<file path="src/rtl/pc_pkg.sv">
// Shared definitions for the program-counter sequencer.
// Provides the FSM state encoding, default vectors and the PC increment.
package pc_pkg;

  typedef enum logic [1:0] {
    BOOT  = 2'd0,
    RUN   = 2'd1,
    STALL = 2'd2,
    HALT  = 2'd3
  } pc_state_t;

  localparam logic [31:0] RESET_VECTOR_DEF = 32'h0000_0000;
  localparam logic [31:0] EXC_VECTOR_DEF   = 32'h8000_0180;
  localparam logic [31:0] PC_INC           = 32'd4;

endpackage

</file>
<file path="src/rtl/pc_sequencer_adder.sv">
// 32-bit two-input adder, modulo 2^32, no carry out.
// Ports: i_a, i_b operands; o_sum = i_a + i_b.
module pc_sequencer_adder (
  input  logic [31:0] i_a,
  input  logic [31:0] i_b,
  output logic [31:0] o_sum
);

  assign o_sum = i_a + i_b;

endmodule

</file>
<file path="src/rtl/pc_sequencer.sv">
// PC register, next-PC selection and boot/stall/halt FSM.
// Ports: clk, reset (async high), control inputs; pc, pc_plus4, pc_valid, epc, addr_err, state.
module pc_sequencer
  import pc_pkg::*;
#(
  parameter logic [31:0] RESET_VECTOR = RESET_VECTOR_DEF,
  parameter logic [31:0] EXC_VECTOR   = EXC_VECTOR_DEF
) (
  input  logic        clk,
  input  logic        reset,
  input  logic        stall,
  input  logic        branch_taken,
  input  logic [31:0] branch_offset,
  input  logic        jump,
  input  logic [25:0] jump_index,
  input  logic        jr,
  input  logic [31:0] jr_target,
  input  logic        exception,
  input  logic        halt_req,
  input  logic        resume,
  output logic [31:0] pc,
  output logic [31:0] pc_plus4,
  output logic        pc_valid,
  output logic [31:0] epc,
  output logic        addr_err,
  output logic [1:0]  state
);

  pc_state_t   r_state;
  logic [31:0] r_pc;
  logic [31:0] r_epc;
  logic        r_addr_err;

  logic [31:0] w_pc_plus4;
  logic [31:0] w_off_sh;
  logic [31:0] w_branch_tgt;
  logic [31:0] w_jump_tgt;
  logic [31:0] w_next_pc;
  logic        w_jr_bad;

  // Offset is in words; bits shifted past bit 31 are dropped.
  assign w_off_sh = branch_offset << 2;

  pc_sequencer_adder u_inc (
    .i_a   (r_pc),
    .i_b   (PC_INC),
    .o_sum (w_pc_plus4)
  );

  pc_sequencer_adder u_br (
    .i_a   (w_pc_plus4),
    .i_b   (w_off_sh),
    .o_sum (w_branch_tgt)
  );

  assign w_jump_tgt = {w_pc_plus4[31:28], jump_index, 2'b00};
  assign w_jr_bad   = jr && (jr_target[1:0] != 2'b00);

  always_comb begin
    w_next_pc = w_pc_plus4;
    if (jr)
      w_next_pc = jr_target;
    else if (jump)
      w_next_pc = w_jump_tgt;
    else if (branch_taken)
      w_next_pc = w_branch_tgt;
  end

  always_ff @(posedge clk or posedge reset) begin
    if (reset) begin
      r_state    <= BOOT;
      r_pc       <= RESET_VECTOR;
      r_epc      <= 32'd0;
      r_addr_err <= 1'b0;
    end else begin
      r_addr_err <= 1'b0;
      unique case (r_state)
        BOOT: r_state <= RUN;
        RUN: begin
          if (exception) begin
            r_pc  <= EXC_VECTOR;
            r_epc <= r_pc;
          end else if (halt_req) begin
            r_state <= HALT;
          end else if (stall) begin
            r_state <= STALL;
          end else if (w_jr_bad) begin
            r_pc       <= EXC_VECTOR;
            r_epc      <= r_pc;
            r_addr_err <= 1'b1;
          end else begin
            r_pc <= w_next_pc;
          end
        end
        STALL: begin
          if (exception) begin
            r_pc    <= EXC_VECTOR;
            r_epc   <= r_pc;
            r_state <= RUN;
          end else if (!stall) begin
            r_state <= RUN;
          end
        end
        HALT: begin
          // Resume cycle does not fetch; held pc is fetched next.
          if (resume)
            r_state <= RUN;
        end
        default: r_state <= BOOT;
      endcase
    end
  end

  assign pc       = r_pc;
  assign pc_plus4 = w_pc_plus4;
  assign pc_valid = (r_state == RUN);
  assign epc      = r_epc;
  assign addr_err = r_addr_err;
  assign state    = r_state;

endmodule

</file>
<file path="config.mk">
export PLATFORM = sky130hd
export DESIGN_NAME = pc_sequencer
export DESIGN_NICKNAME = d
export VERILOG_FILES = /design/src/rtl/pc_pkg.sv /design/src/rtl/pc_sequencer_adder.sv /design/src/rtl/pc_sequencer.sv
export SDC_FILE = /design/constraint.sdc
export NUM_CORES = 1
export LEC_CHECK = 0
export BUFFER_PORTS_ARGS = -buffer_cell sky130_fd_sc_hd__buf_2
export CAP_MARGIN = 0
export CORE_MARGIN = 2
export CORE_UTILIZATION = 25
export CTS_BUF_LIST = sky130_fd_sc_hd__clkbuf_8
export DETAILED_ROUTE_END_ITERATION = 8
export GPL_TIMING_DRIVEN = 0
export PLACE_DENSITY = 0.51
export SYNTH_ARGS = -nofsm -noshare
export SYNTH_HDL_FRONTEND = slang
export SYNTH_HIERARCHICAL = 1
export SYNTH_SLANG_ARGS = --single-unit
</file>
<file path="constraint.sdc">
create_clock -name clk -period 12.05 [get_ports clk]
set_input_delay 2.41 -clock clk [delete_from_list [all_inputs] [get_ports clk]]
set_output_delay 2.41 -clock clk [all_outputs]
set_load 0.05 [all_outputs]
</file>
==> flow_metrics.tcl <==
set metrics [dict create \
    rrSetupSlack_ps 6860 \
    cap_violations 0 \
    cts_setup_buffers 0 \
    cts_num_sinks 67 \
    ys_top_cells_by_area "sky130_fd_sc_hd__dfrtp_1 24%, sky130_fd_sc_hd__ha_1 12%, sky130_fd_sc_hd__mux2_4 6.5%, sky130_fd_sc_hd__a21oi_1 5.3%, sky130_fd_sc_hd__xnor2_1 4.6%" \
    post_synth_instance_area_sq_um 6930 \
    worstPathCellList "ha_1 > a31o_2 > o21ai_0 > a21oi_1 > o311ai_0 > a32oi_1 > xnor2_1 > buf_2" \
    status "finished clean" \
    timing.hold.worst_path_depth 1 \
    worst_hold_path.endpoint "epc[11]" \
    port_buffers 194 \
    finalSetupViolCount 0 \
    max_slew_violation_total_from_the_final_report 0 \
    num_vias 6559 \
    ys.flop_type "sky130_fd_sc_hd__dfrtp_1" \
    drt_first_iter_violations 437 \
    skew_ps 19.6 \
    synth_xor_xnor_area_share_pct 7.59 \
    ys_async_sr_fraction_pct 100 \
    final.min_clock_period_ps 5990 \
    average_vias_per_placed_instance 4.78 \
    row_count 60 \
    number_of_global_route_vias_before_repair 6407 \
    crit_path_start_kind "flip-flop" \
    cts.root.buffer_cell "sky130_fd_sc_hd__clkbuf_8" \
    synth_compound_gate_area_share_pct 27.5 \
    yosys_warnings 6 \
    layout-drive-gt1-share_pct 31.3 \
    number_of_resized_instances_in_the_post_cts_repair_step 0 \
    initial_utilization_pct 25.6 \
    die_height_um 170 \
    synthAdderAreaFrac_pct 12.5 \
    totalNegativeSetupSlack_ps 0 \
    yosys.cell_types.count 75 \
    regToRegStartpoint "pc[5]" \
    globalRouteTotalUtil_pct 16.6 \
    global_route.overflow_total 0 \
    layout-area-overhead-vs-synth_pct 25.7 \
    postRouteAntennaNets 0 \
    antenna_found_initial 5 \
    syn_avg_cell_area_sq_um 9.22 \
    seq_area_frac_synth_pct 24.2 \
    drt_first_pass_iters 5 \
    synth_seq_cells 67 \
    yosys.area_share.simple_pct 11.6 \
    place.detailed.hpwl_mm 20.7 \
    cts_inserted_buffers 9 \
    worst_skew_pair.late_latency_ps 350 \
    critical_path_peak_fanout 5 \
    h-tree-depth 3 \
    final-hold-violation-count 0 \
    wl_per_cell_um 17.9 \
    min_period_over_period_pct 49.7 \
    worst-setup-path-type "flip-flop to primary output" \
    max_freq_mhz 167 \
    r2r-end "pc[26]" \
    boundaryPins 199 \
    clock_path_buffers 2 \
    area_enclosed_by_the_die_boundary_sq_um 29000 \
    max_slew_margin_pct 43.8 \
    cts_hold_buffers 0 \
    finalWirelength_mm 24.5 \
    signal_arrival_time_at_the_worst_endpoint_ps 3580 \
    die_w_um 170 \
    min-delay-path-class "flip-flop to flip-flop" \
    tritoncts "yes" \
    cp_data_required_time_ps 9640 \
    post-route-drc-count 0 \
    slowest_stage_cell_on_the_critical_path "sky130_fd_sc_hd__o311ai_0" \
    most_common_cell_after_layout_fill_and_taps_aside "sky130_fd_sc_hd__buf_2" \
    netlist_instances 751 \
    synth_edf_count 0 \
    coreArea_sq_um 27100 \
    rsz0062_at_grt "no" \
    post_synth_mux_area_share_pct 12.2 \
    synth_top_cell_by_area "sky130_fd_sc_hd__dfrtp_1" \
    grt_pass1_wl_mm 36.8 \
    final_nets 1157 \
    worst-slew-pin-transition_ps 842 \
    clk_transition_reported_paths_ps 90 \
    worstSetupEndpointType "primary output" \
    slowest_delay_ps 720 \
    final_cell_mix "208 x sky130_fd_sc_hd__buf_2, 73 x sky130_fd_sc_hd__a21oi_1, 67 x sky130_fd_sc_hd__dfrtp_1" \
    hold_path_startpoint "epc[11]" \
    largest_net_degree_at_the_start_of_global_routing 68 \
    reg2regPathDepth 19 \
    synthDominantCellAreaShare_pct 24.2 \
    synth_top_family_by_area "compound AO/OA/AOI/OAI gates" \
    routabilityCongestion 0.898 \
]
-- state kept, by name, indices dropped and copies added, names as in the netlist --
name / count
addr_err: 1
epc: 32
pc: 32
state: 2
-- layer usage --
metal	GRT usage [%]	up-vias	share of wire, %
met5	0	-	0.045
li1	-	3322	-
met4	5.57	2	2.4
met3	2.30	31	4.7
met1	23.3	3026	48
met2	26.2	178	45
-- kinds of logic (layout without fill, tap and decap cells) --
family	Yosys count	after routing
buffers and inverters	61	271
adders and majority gates	68	68
xor gates and xnor gates	60	60
and+or+nand+nor	163	163
other	2	40
DFF	67	67
muxes	67	67
AOI/OAI and AO/OA	263	263
-- worst max path at each step --
stage                     startpoint           end  slack (ps)  depth (start not counted)
finish                         pc[3]  pc_plus4[31]        6060                          8
global route                  pc[12]  pc_plus4[26]        5930                          9
CTS                            pc[3]  pc_plus4[31]        6050                          8
detailed placement  branch_offset[2]        pc[31]        6380                         12
global placement    branch_offset[2]        pc[31]        6390                         12
floorplan                      pc[3]  pc_plus4[26]        6230                          7
-- final cells by class --
cell class / count / area [sq um]
Fill cell: 2877 / 18400
Multi-Input combinational cell: 657 / 5080
Sequential cell: 67 / 1680
Timing Repair Buffer: 194 / 971
Tap cell: 372 / 465
Buffer: 38 / 214
Clock buffer: 9 / 124
Inverter: 23 / 88.8
Clock inverter: 7 / 77.6
Antenna cell: 4 / 10.0
-- worst max-delay path, delay by kind of cell, from the launching register on --
family          cells  cell delay (ps)
fa+ha+maj           1              380
compound gates      5             1680
buf+inv             1              340
flops               1              440
xor+xnor            1              390
-- synthesized netlist by cell type (17+ instances only) --
master                     n
sky130_fd_sc_hd__a21oi_1  73
sky130_fd_sc_hd__dfrtp_1  67
sky130_fd_sc_hd__ha_1     66
sky130_fd_sc_hd__nand2_1  53
sky130_fd_sc_hd__nor2_1   39
sky130_fd_sc_hd__xnor2_1  36
sky130_fd_sc_hd__mux2_4   30
sky130_fd_sc_hd__o21ai_0  30
sky130_fd_sc_hd__xor2_1   24
sky130_fd_sc_hd__a21o_1   23
sky130_fd_sc_hd__inv_1    22
sky130_fd_sc_hd__mux2i_1  20
sky130_fd_sc_hd__mux2_2   17
-- per-stage QoR --
| step | area (sq um) | cells | hold slack (ps) | util, % | setup WS (ps) |
|---|---|---|---|---|---|
| CTS | 8690 | 1367 | 508 | 32.1 | 6050 |
| detailed placement | 8490 | 1351 | 490 | 31.3 | 6380 |
| global placement | 8490 | 1351 | 484 | 31.3 | 6390 |
| global route | 8700 | 1369 | 522 | 32.1 | 5930 |
| floorplan | 7050 | 785 | 770 | - | 6230 |
| finish | 8700 | 1371 | 505 | 32.1 | 6060 |
Power is not shown: default switching activity piles up to over one toggle a cycle in this logic, so the estimate is an artifact.
